[src/rtl/fifo_pkg.sv]
// Shared helpers for the async FIFO: Gray/binary pointer conversion and depth math.
// Conversions work on a fixed-width container; callers zero-extend and truncate to their pointer width.
package fifo_pkg;

    localparam int PTR_MAX           = 16;
    localparam int DEFAULT_ADDR_SIZE = 3;
    localparam int DEPTH             = 1 << DEFAULT_ADDR_SIZE;

    typedef logic [PTR_MAX-1:0] ptr_t;

    function automatic int depth_of(input int addr_size);
        return 1 << addr_size;
    endfunction

    function automatic ptr_t bin2gray(input ptr_t b);
        return b ^ (b >> 1);
    endfunction

    // Zero upper Gray bits decode to zero upper binary bits, so narrow pointers survive the round trip.
    function automatic ptr_t gray2bin(input ptr_t g);
        ptr_t b;
        b[PTR_MAX-1] = g[PTR_MAX-1];
        for (int i = PTR_MAX - 2; i >= 0; i--) begin
            b[i] = b[i+1] ^ g[i];
        end
        return b;
    endfunction

endpackage

[src/rtl/fifo_bus_sync.sv]
// Multi-flop synchronizer for a Gray-coded bus entering the w_clk domain.
// Only one bit changes per source update, so per-bit resolution is safe.
module fifo_bus_sync #(
    parameter int WIDTH  = 4,
    parameter int STAGES = 2
) (
    input  logic             w_clk,
    input  logic             reset,
    input  logic [WIDTH-1:0] d,
    output logic [WIDTH-1:0] q
);

    logic [WIDTH-1:0] sync_q [STAGES];

    always_ff @(posedge w_clk or negedge reset) begin
        if (!reset) begin
            for (int i = 0; i < STAGES; i++) begin
                sync_q[i] <= '0;
            end
        end else begin
            sync_q[0] <= d;
            for (int i = 1; i < STAGES; i++) begin
                sync_q[i] <= sync_q[i-1];
            end
        end
    end

    assign q = sync_q[STAGES-1];

endmodule

[src/rtl/fifo_wr_mem.sv]
// Write-domain half of the async FIFO: storage, write pointers, full/almost-full/level flags.
// Flags are computed from a synchronized read pointer and are therefore pessimistic.
module fifo_wr_mem
    import fifo_pkg::*;
#(
    parameter int DATA_WIDTH  = 8,
    parameter int ADDR_SIZE   = DEFAULT_ADDR_SIZE,
    parameter int SYNC_STAGES = 2,
    parameter int AF_THRESH   = DEPTH - 2
) (
    input  logic                  w_clk,
    input  logic                  reset,
    input  logic                  w_inc,
    input  logic [DATA_WIDTH-1:0] w_data,
    input  logic [ADDR_SIZE-1:0]  r_addr,
    input  logic [ADDR_SIZE:0]    r_gptr,
    output logic [DATA_WIDTH-1:0] r_data,
    output logic [ADDR_SIZE:0]    w_gptr,
    output logic                  w_full,
    output logic                  w_almost_full,
    output logic [ADDR_SIZE:0]    w_level,
    output logic                  w_overflow
);

    localparam int PW        = ADDR_SIZE + 1;
    localparam int MEM_DEPTH = depth_of(ADDR_SIZE);
    // Full when the write pointer is exactly one lap ahead: top two Gray bits inverted.
    localparam logic [PW-1:0] FULL_MASK = PW'(3) << (PW - 2);

    logic [DATA_WIDTH-1:0] mem [MEM_DEPTH];
    logic [PW-1:0]         w_bin;
    logic [PW-1:0]         w_bin_next;
    logic [PW-1:0]         w_gnext;
    logic [PW-1:0]         rq_gptr;
    logic [PW-1:0]         rq_bin;
    logic [PW-1:0]         level_next;
    logic                  w_en;

    fifo_bus_sync #(
        .WIDTH  (PW),
        .STAGES (SYNC_STAGES)
    ) u_rptr_sync (
        .w_clk (w_clk),
        .reset (reset),
        .d     (r_gptr),
        .q     (rq_gptr)
    );

    always_comb begin
        w_en       = w_inc & ~w_full;
        w_bin_next = w_bin + PW'(w_en);
        w_gnext    = PW'(bin2gray(ptr_t'(w_bin_next)));
        rq_bin     = PW'(gray2bin(ptr_t'(rq_gptr)));
        level_next = w_bin_next - rq_bin;
    end

    always_ff @(posedge w_clk or negedge reset) begin
        if (!reset) begin
            w_bin         <= '0;
            w_gptr        <= '0;
            w_full        <= 1'b0;
            w_almost_full <= 1'b0;
            w_level       <= '0;
            w_overflow    <= 1'b0;
        end else begin
            w_bin         <= w_bin_next;
            w_gptr        <= w_gnext;
            w_full        <= (w_gnext == (rq_gptr ^ FULL_MASK));
            w_almost_full <= (level_next >= PW'(AF_THRESH));
            w_level       <= level_next;
            w_overflow    <= w_inc & w_full;
        end
    end

    // Storage clears on reset so the combinational read port never shows stale data.
    always_ff @(posedge w_clk or negedge reset) begin
        if (!reset) begin
            for (int i = 0; i < MEM_DEPTH; i++) begin
                mem[i] <= '0;
            end
        end else if (w_en) begin
            mem[w_bin[ADDR_SIZE-1:0]] <= w_data;
        end
    end

    assign r_data = mem[r_addr];

endmodule

[config.mk]
export PLATFORM = sky130hd
export DESIGN_NAME = fifo_wr_mem
export DESIGN_NICKNAME = d
export VERILOG_FILES = /design/src/rtl/fifo_pkg.sv /design/src/rtl/fifo_bus_sync.sv /design/src/rtl/fifo_wr_mem.sv
export SDC_FILE = /design/constraint.sdc
export NUM_CORES = 1
export LEC_CHECK = 0
export CORE_ASPECT_RATIO = 0.7
export CORE_MARGIN = 2
export CORE_UTILIZATION = 50
export CTS_CLUSTER_DIAMETER = 100
export DETAILED_ROUTE_END_ITERATION = 16
export GPL_ROUTABILITY_DRIVEN = 0
export MAX_ROUTING_LAYER = met4
export PLACE_DENSITY = 0.81
export SLEW_MARGIN = 25
export SYNTH_ARGS = -nofsm -noshare
export SYNTH_HDL_FRONTEND = slang
export SYNTH_SLANG_ARGS = --single-unit
[constraint.sdc]
create_clock -name w_clk -period 2.97 [get_ports w_clk]
set_clock_uncertainty 0.2 [all_clocks]
set_input_delay 0.594 -clock w_clk [delete_from_list [all_inputs] [get_ports w_clk]]
set_output_delay 0.594 -clock w_clk [all_outputs]
set_load 0.03 [all_outputs]
=== After elaboration in Yosys (flattened, before gate mapping) ===
Index checks and enable logic that the tools add are counted.

* Bitwise operators: 10
* Reductions and logical operators: 1
* Mux-type cells: 6
* $lt $le $gt $ge: 4
* Equal/unequal tests: 1
* Add/sub/neg operators: 2

{| class="wikitable"
|+ Operators with widths
! operator !! count
|-
| $bwmux W64 || 1
|-
| $bmux W8 S3 || 1
|-
| $demux W8 S3 || 1
|-
| $mux W8 || 3
|-
| $ge A4 B4 Y1 const B || 2
|-
| $not A3 Y4 || 2
|-
| $add A4 B1 Y4 || 1
|-
| $eq A4 B4 Y1 || 1
|-
| $ge A4 B3 Y1 const B || 1
|-
| $lt A4 B1 Y1 const B || 1
|-
| $sub A4 B4 Y4 || 1
|-
| $xor A4 B3 Y4 || 1
|-
| $xor A1 B1 Y1 || 3
|-
| $and A1 B1 Y1 || 2
|-
| $not A2 Y2 || 1
|-
| $logic_and A1 B1 Y1 || 1
|-
| $not A1 Y1 || 1
|}

* Logic and storage cells: 40
* Bits in registers: 87

=== Longest topological paths before layout ===
Gate-level depths: netlist (run 1).

* Depth in word-level cells: 6
* Mapped depth: 9
* Mapped depth without buffers: 9

=== Hierarchy ===
Synthesis (run 1) repeated with hierarchy kept, for this count alone.

* Cell total of the unflattened synthesis: 238
* Area total of the unflattened synthesis: 3,913.8 um2

{| class="wikitable"
|+ Modules (own cells, without submodules)
! module !! area each (um2) !! instances !! sequential area each (um2) !! cells an instance
|-
| fifo_wr_mem || 3,683.5 || 1 || 1,951.9 || 226
|-
| fifo_bus_sync || 230.2 || 1 || 200.2 || 12
|}

=== Worst setup path after synthesis (run 1) ===
No wires, ideal clock.

* Path kind: input-to-output
* Start point: in r_addr[0]
* End point: out r_data[1]
* Arrival: 1.714 ns
* Path slack: 0.462 ns
* Cell stages on the path: 4
* Cell sequence: buf_6 > buf_12 > mux4_1 > mux2_2

* Longest elaborated chain between the ends: 4

{| class="wikitable"
|+ Ends and longest elaborated chain
! what !! line !! RTL
|-
| start, declared || fifo_wr_mem.sv:15 || <nowiki>input logic [ADDR_SIZE-1:0] r_addr,</nowiki>
|-
| $not A3 Y4 (not written as such) || fifo_wr_mem.sv:86 || <nowiki>assign r_data = mem[r_addr];</nowiki>
|-
| $bmux W8 S3 || fifo_wr_mem.sv:86 ||
|-
| $mux W8 (not written as such) (2 in series) || fifo_wr_mem.sv:86 ||
|-
| end, declared || fifo_wr_mem.sv:17 || <nowiki>output logic [DATA_WIDTH-1:0] r_data,</nowiki>
|}

No other way between the ends. The select of a mux whose other input is x is not followed.

=== Final worst setup path (run 1) ===
Same ends and word-level chain as after synthesis.

==> impl_metrics.tcl, run 1 <==
set metrics [dict create \
    vdd_drop_max_mv 0.5119 \
    max_freq_mhz 347.2 \
    vias 2142 \
    cts_buffers 9 \
    critical_path_class "in2out" \
    powerDensity_mw_per_mm2 1060 \
    clock_latency_ns 0.35 \
    antenna_found_initial 0 \
    yosysSeqAreaShare_pct 55.45 \
    cp-end-kind "output pin" \
    fp.dieW_um 109.3 \
    root_buffer "clkbuf_8" \
    slowest_stage "mux4_1" \
    antenna_left 0 \
    critPathBufInv 4 \
    yosysUniqueCellTypes 34 \
    cts-htree-levels 3 \
    worstHoldPathType "reg2reg" \
    final_common_cell "dfrtp_1" \
    numPortBuffers 36 \
    nets 319 \
    dp_hpwl_um 4966 \
    cts_tree "built" \
    cpLargestDelayFamily "multiplexers" \
    cp_common_cell "buf_12" \
    synth_seq_cells 86 \
    grt_overflow_total 0 \
    hold_depth 0 \
    drt_iter0_drc 92 \
    rows 26 \
    layout_min_cycle_time_ns 2.881 \
    area_growth_pct 22.24 \
    crit_chain "clkdlybuf4s15_2, buf_12, buf_12, mux4_1, mux2_2, buf_4" \
    netlist_area_sq_mm 0.003881 \
    die-area_sq_mm 0.008495 \
    finalSetupViolations 0 \
    outcome "completed" \
    cts.sinks 86 \
    maxSlewHeadroom_pct 62.59 \
    die_y_um 77.72 \
    grt_usage_pct 19.97 \
    post-place-cells 380 \
    start_kind "input pin" \
    period_share_pct 96.99 \
    ios 37 \
    grt_start_max_net_pins 54 \
    finalNonFillerCells 398 \
    initial_core_util_pct 52.33 \
    dr.pass1.iters 4 \
    synth_cells 232 \
    min_to "u_rptr_sync.q[1]" \
    wl_per_cell_um 18.21 \
    avgSynthCellArea_sq_um 16.73 \
    grt_pass1_vias 2297 \
    cp_slowest_stage_delay_ns 0.55 \
    rr_startpoint "u_rptr_sync.q[3]" \
    syn-num-nets 256 \
    final_util_pct 63.97 \
    diodes 0 \
    routed_wl_um 7249 \
    drive_gt1_share_pct 43.33 \
    critPathRequiredTime_ns 2.18 \
    clk_path_buf_depth 2 \
    postCtsSetupBuffers 0 \
    tightest_slew_ns 0.5595 \
    ff2ff_path_depth 9 \
    grt_pass1_wl_um 12070 \
    drc 0 \
    cp.arrival_ns 2.09 \
    r2r_slack_ns 0.40 \
    ys_warn_count 0 \
    rsz0062_at_grt "no" \
    hold_viol 0 \
    mostFrequentLayoutCells "dfrtp_1 (86), mux2_2 (72), clkdlybuf4s50_1 (25)" \
    p_leak_uw 0.002101 \
    max_cap_violations 0 \
    core_area_sq_mm 0.007417 \
    vias_per_cell 5.382 \
    hp-start "u_rptr_sync.sync_q[5]" \
    clk_pin_slew_worst_paths_ns 0.08 \
    r2r_end "w_almost_full" \
    drv_slew 0 \
    cp_max_fo 8 \
]
-- worst max path at each step --
stage,end,depth (start not counted),start
2_1_floorplan,r_data[1],4,r_addr[0]
3_3_place_gp,r_data[5],5,r_addr[0]
3_5_place_dp,r_data[2],5,r_addr[0]
4_1_cts,r_data[6],5,r_addr[0]
5_1_grt,r_data[1],6,r_addr[0]
6_report,r_data[1],6,r_addr[0]
-- metrics by stage --
step	hold slack (ns)	instance area (sq um)	TNS (ns)	worst slack [ns]	total power [uW]
2_1_floorplan	0.09841	3881	0	0.4618	3507
3_3_place_gp	0.1357	4489	-3.041	-0.4710	4121
3_5_place_dp	0.1347	4489	-3.181	-0.4852	4199
4_1_cts	0.1540	4752	0	0.001308	5081
5_1_grt	0.1650	4745	0	0.03601	5361
6_report	0.1513	4745	0	0.08947	5028
-- cells by family (layout without fill, tap and decap cells) --
family / after synthesis / count (layout) / share of synthesized area, %
mux: 88 / 88 / 31.62
flops: 86 / 86 / 55.45
simple gates: 19 / 19 / 3.740
xor+xnor: 15 / 15 / 3.933
buf+inv: 13 / 81 / 2.256
fa+ha+maj: 6 / 6 / 2.128
compound gates: 5 / 5 / 0.8706
-- timing repair --
item                                    4_1_cts  5_1_grt
hold buffers                                  1        0
endpoints found under the hold margin        28        0
resized for setup                            24        4
cloned                                        1        0
endpoints found under the setup margin        8        4
-- cells in the mapped netlist --
cell,n,share of area (%)
buf_4,1,0.19
xnor3_1,1,0.58
buf_2,3,0.39
a21boi_0,1,0.19
buf_1,1,0.097
nand3b_1,2,0.39
nand2_2,1,0.16
xnor2_1,6,1.4
nor2_2,1,0.16
nor2b_4,1,0.35
clkbuf_1,1,0.097
and3_1,1,0.16
xor2_1,7,1.6
inv_1,4,0.39
a211oi_1,1,0.19
xor2_2,1,0.42
buf_12,1,0.52
nor2_1,1,0.097
ha_1,5,1.6
dfrtp_1,86,55
nor2b_1,2,0.32
mux4_1,15,10
nor3b_4,2,0.97
o21ai_0,2,0.26
or3_1,1,0.16
mux2_2,72,21
mux4_2,1,0.58
and2b_1,1,0.19
fa_1,1,0.52
a32oi_1,1,0.23
buf_6,2,0.58
and2_1,2,0.32
nand3_1,2,0.26
nand2_1,2,0.19
-- sequential cells by signal (all words and copies together) (netlist names) --
register and cells:
w_level 4, mem 64, u_rptr_sync.q 4, w_bin 4, w_gptr 3, u_rptr_sync.sync_q 4, w_almost_full 1, w_overflow 1
w_full 1
-- power by group --
group / leakage [uW] / internal [uW] / switching [uW]
Clock: 0.000106 / 472 / 410
Combinational: 0.000966 / 1190 / 938
Sequential: 0.00103 / 1730 / 292
-- layout make-up --
class	count	area, sq um
fill	552	2673
sequential	86	2152
multi-input combinational	133	1634
timing repair buffer	61	606.8
clock buffer	10	127.6
tap	98	122.6
clock inverter	6	86.33
inverter	4	15.01
-- routing by layer --
layer	vias up	wire (um)	track usage [%]
li1	984	-	-
met1	1116	3558	28.91
met2	37	3306	27.89
met3	5	337	6.555
met4	0	46	4.177
met5	-	0	-
(Power assumes the default switching activity.)
==> run 2, diff against run 1 <==
- ABC_AREA: default -> 0
- RECOVER_POWER: default -> 50
==> impl_metrics.tcl, run 2 (synthesis gave the netlist of run 1 again) <==
set metrics [dict create \
    fp.dieW_um 109.3 \
    power.total_uw 5018 \
    r2r_slack_ns 0.41 \
    cp.arrival_ns 2.09 \
    diodes 0 \
    ios 37 \
    fin_tns_setup_ns 0 \
    placed_cell_area_sq_mm 0.004489 \
    grt_start_max_net_pins 54 \
    rsz0062_at_grt "no" \
    min_to "u_rptr_sync.q[1]" \
    clk_pin_slew_worst_paths_ns 0.08 \
    cts_tree "built" \
    die-area_sq_mm 0.008495 \
    hold_viol 0 \
    clkPwrFrac_pct 17.6 \
    die_y_um 77.72 \
    slowest_stage "mux4_1" \
    nets 319 \
    r2r_end "w_almost_full" \
    antenna_left 0 \
    dr.pass1.iters 4 \
    drt_iter0_drc 91 \
    power_switching_uw 1637 \
    vdd_drop_max_mv 0.5109 \
    drive_gt1_share_pct 43.00 \
    tightest_slew_ns 0.8336 \
    postCtsSetupBuffers 0 \
    gr-max-usage-layer "met1" \
    finalSetupViolations 0 \
    layout_min_cycle_time_ns 2.881 \
    start_kind "input pin" \
    p_leak_uw 0.002090 \
    dp_hpwl_um 4966 \
    max_freq_mhz 347.1 \
    cp_slowest_stage_delay_ns 0.55 \
    drc 0 \
    root_buffer "clkbuf_8" \
    cp_common_cell "buf_12" \
    final_cell_area_sq_mm 0.004722 \
    met2_usage_pct 27.89 \
    post-place-cells 380 \
    antenna_found_initial 0 \
    cts-htree-levels 3 \
    wl_per_cell_um 18.19 \
    met3_usage_pct 6.555 \
    finalNonFillerCells 398 \
    swShare_pct 32.63 \
    final_common_cell "dfrtp_1" \
    cts.sinks 86 \
    pwr-share-comb_pct 42.3 \
    startpoint "r_addr[0]" \
    vias_per_cell 5.405 \
    core_area_sq_mm 0.007417 \
    grt_util_met1_pct 28.91 \
    area_growth_pct 21.66 \
    intPower_uw 3381 \
    cp_max_fo 8 \
    hp-start "u_rptr_sync.sync_q[5]" \
    worstHoldPathType "reg2reg" \
    hold_depth 0 \
    maxSlewHeadroom_pct 44.42 \
    power.share.sequential_pct 40.1 \
    clk_path_buf_depth 2 \
    cts_buffers 9 \
    mostFrequentLayoutCells "dfrtp_1 (86), mux2_2 (72), buf_4 (22)" \
    routed_wl_um 7240 \
    period_share_pct 96.99 \
    drv_slew 0 \
    vias 2151 \
    outcome "completed" \
    critPathRequiredTime_ns 2.18 \
    finalWorstSetupSlack_ns 0.08936 \
    rr_startpoint "u_rptr_sync.q[3]" \
    crit_chain "clkdlybuf4s15_2, buf_12, buf_12, mux4_1, mux2_2, buf_4" \
    rows 26 \
    cp-end-kind "output pin" \
    clock_latency_ns 0.35 \
    ff2ff_path_depth 9 \
    post-place-ws_ns -0.4852 \
    grt_overflow_total 0 \
    critical_path_class "in2out" \
    initial_core_util_pct 52.33 \
    numPortBuffers 36 \
    largest-register "mem" \
    max_cap_violations 0 \
    largest_register_ffs 64 \
    grt_usage_pct 19.97 \
    grt_pass1_wl_um 12070 \
    powerDensity_mw_per_mm2 1063 \
    grt_pass1_vias 2297 \
]
run 2: cell types whose count changed in the layout (fill, tap and decap cells not counted), sizes merged:
cell / before / now
clkdlybuf4s50: 25 / 21
dlygate4sd3: 1 / 5
buf: 31 / 29
clkbuf: 10 / 12
run 2: worst max-delay path, delay by kind of cell:
family	cells	cell delay, ns
muxes	2	0.84
buffers and inverters	4	0.65
run 2: how the worst max path moves through the flow:
stage          slack (ns)  depth (start not counted)        end
6_report             0.09                          6  r_data[1]
5_1_grt              0.04                          6  r_data[1]
4_1_cts             0.001                          5  r_data[6]
3_5_place_dp        -0.49                          5  r_data[2]
3_3_place_gp        -0.47                          5  r_data[5]
2_1_floorplan        0.46                          4  r_data[1]
run 2: metal layers:
layer | vias up | routed length [um]
met5 | - | 0
met4 | 0 | 57
met3 | 7 | 316
met2 | 36 | 3325
met1 | 1120 | 3539
li1 | 988 | -
run 2: final cells by class:
cell class | count | area (sq um)
Inverter | 4 | 15.01
Multi-Input combinational cell | 133 | 1627
Timing Repair Buffer | 61 | 591.8
Sequential cell | 86 | 2152
Clock inverter | 6 | 86.33
Tap cell | 98 | 122.6
Clock buffer | 10 | 127.6
Fill cell | 554 | 2695
run 2: power by group through the flow:
stage	clock, uW	combinational (uW)	sequential, uW
global placement	0	2100	2020
finish	882	2120	2010
floorplan	0	1460	2040
detailed placement	0	2160	2040
global route	951	2310	2090
CTS	903	2160	2020
run 2: timing repair:
item | in CTS | in global routing
hold buffers | 1 | 0
gates resized for setup | 24 | 4
hold endpoints to repair | 28 | 0
cloned | 1 | 0
endpoints found under the setup margin | 8 | 4
run 2: metrics by stage:
stage / hold WS (ns) / utilization, %
after global placement: 0.1357 / 60.53
after detailed placement: 0.1347 / 60.53
final: 0.1513 / 63.66
after CTS: 0.1540 / 64.07
after global routing: 0.1650 / 63.66
after floorplan: 0.09841 / -
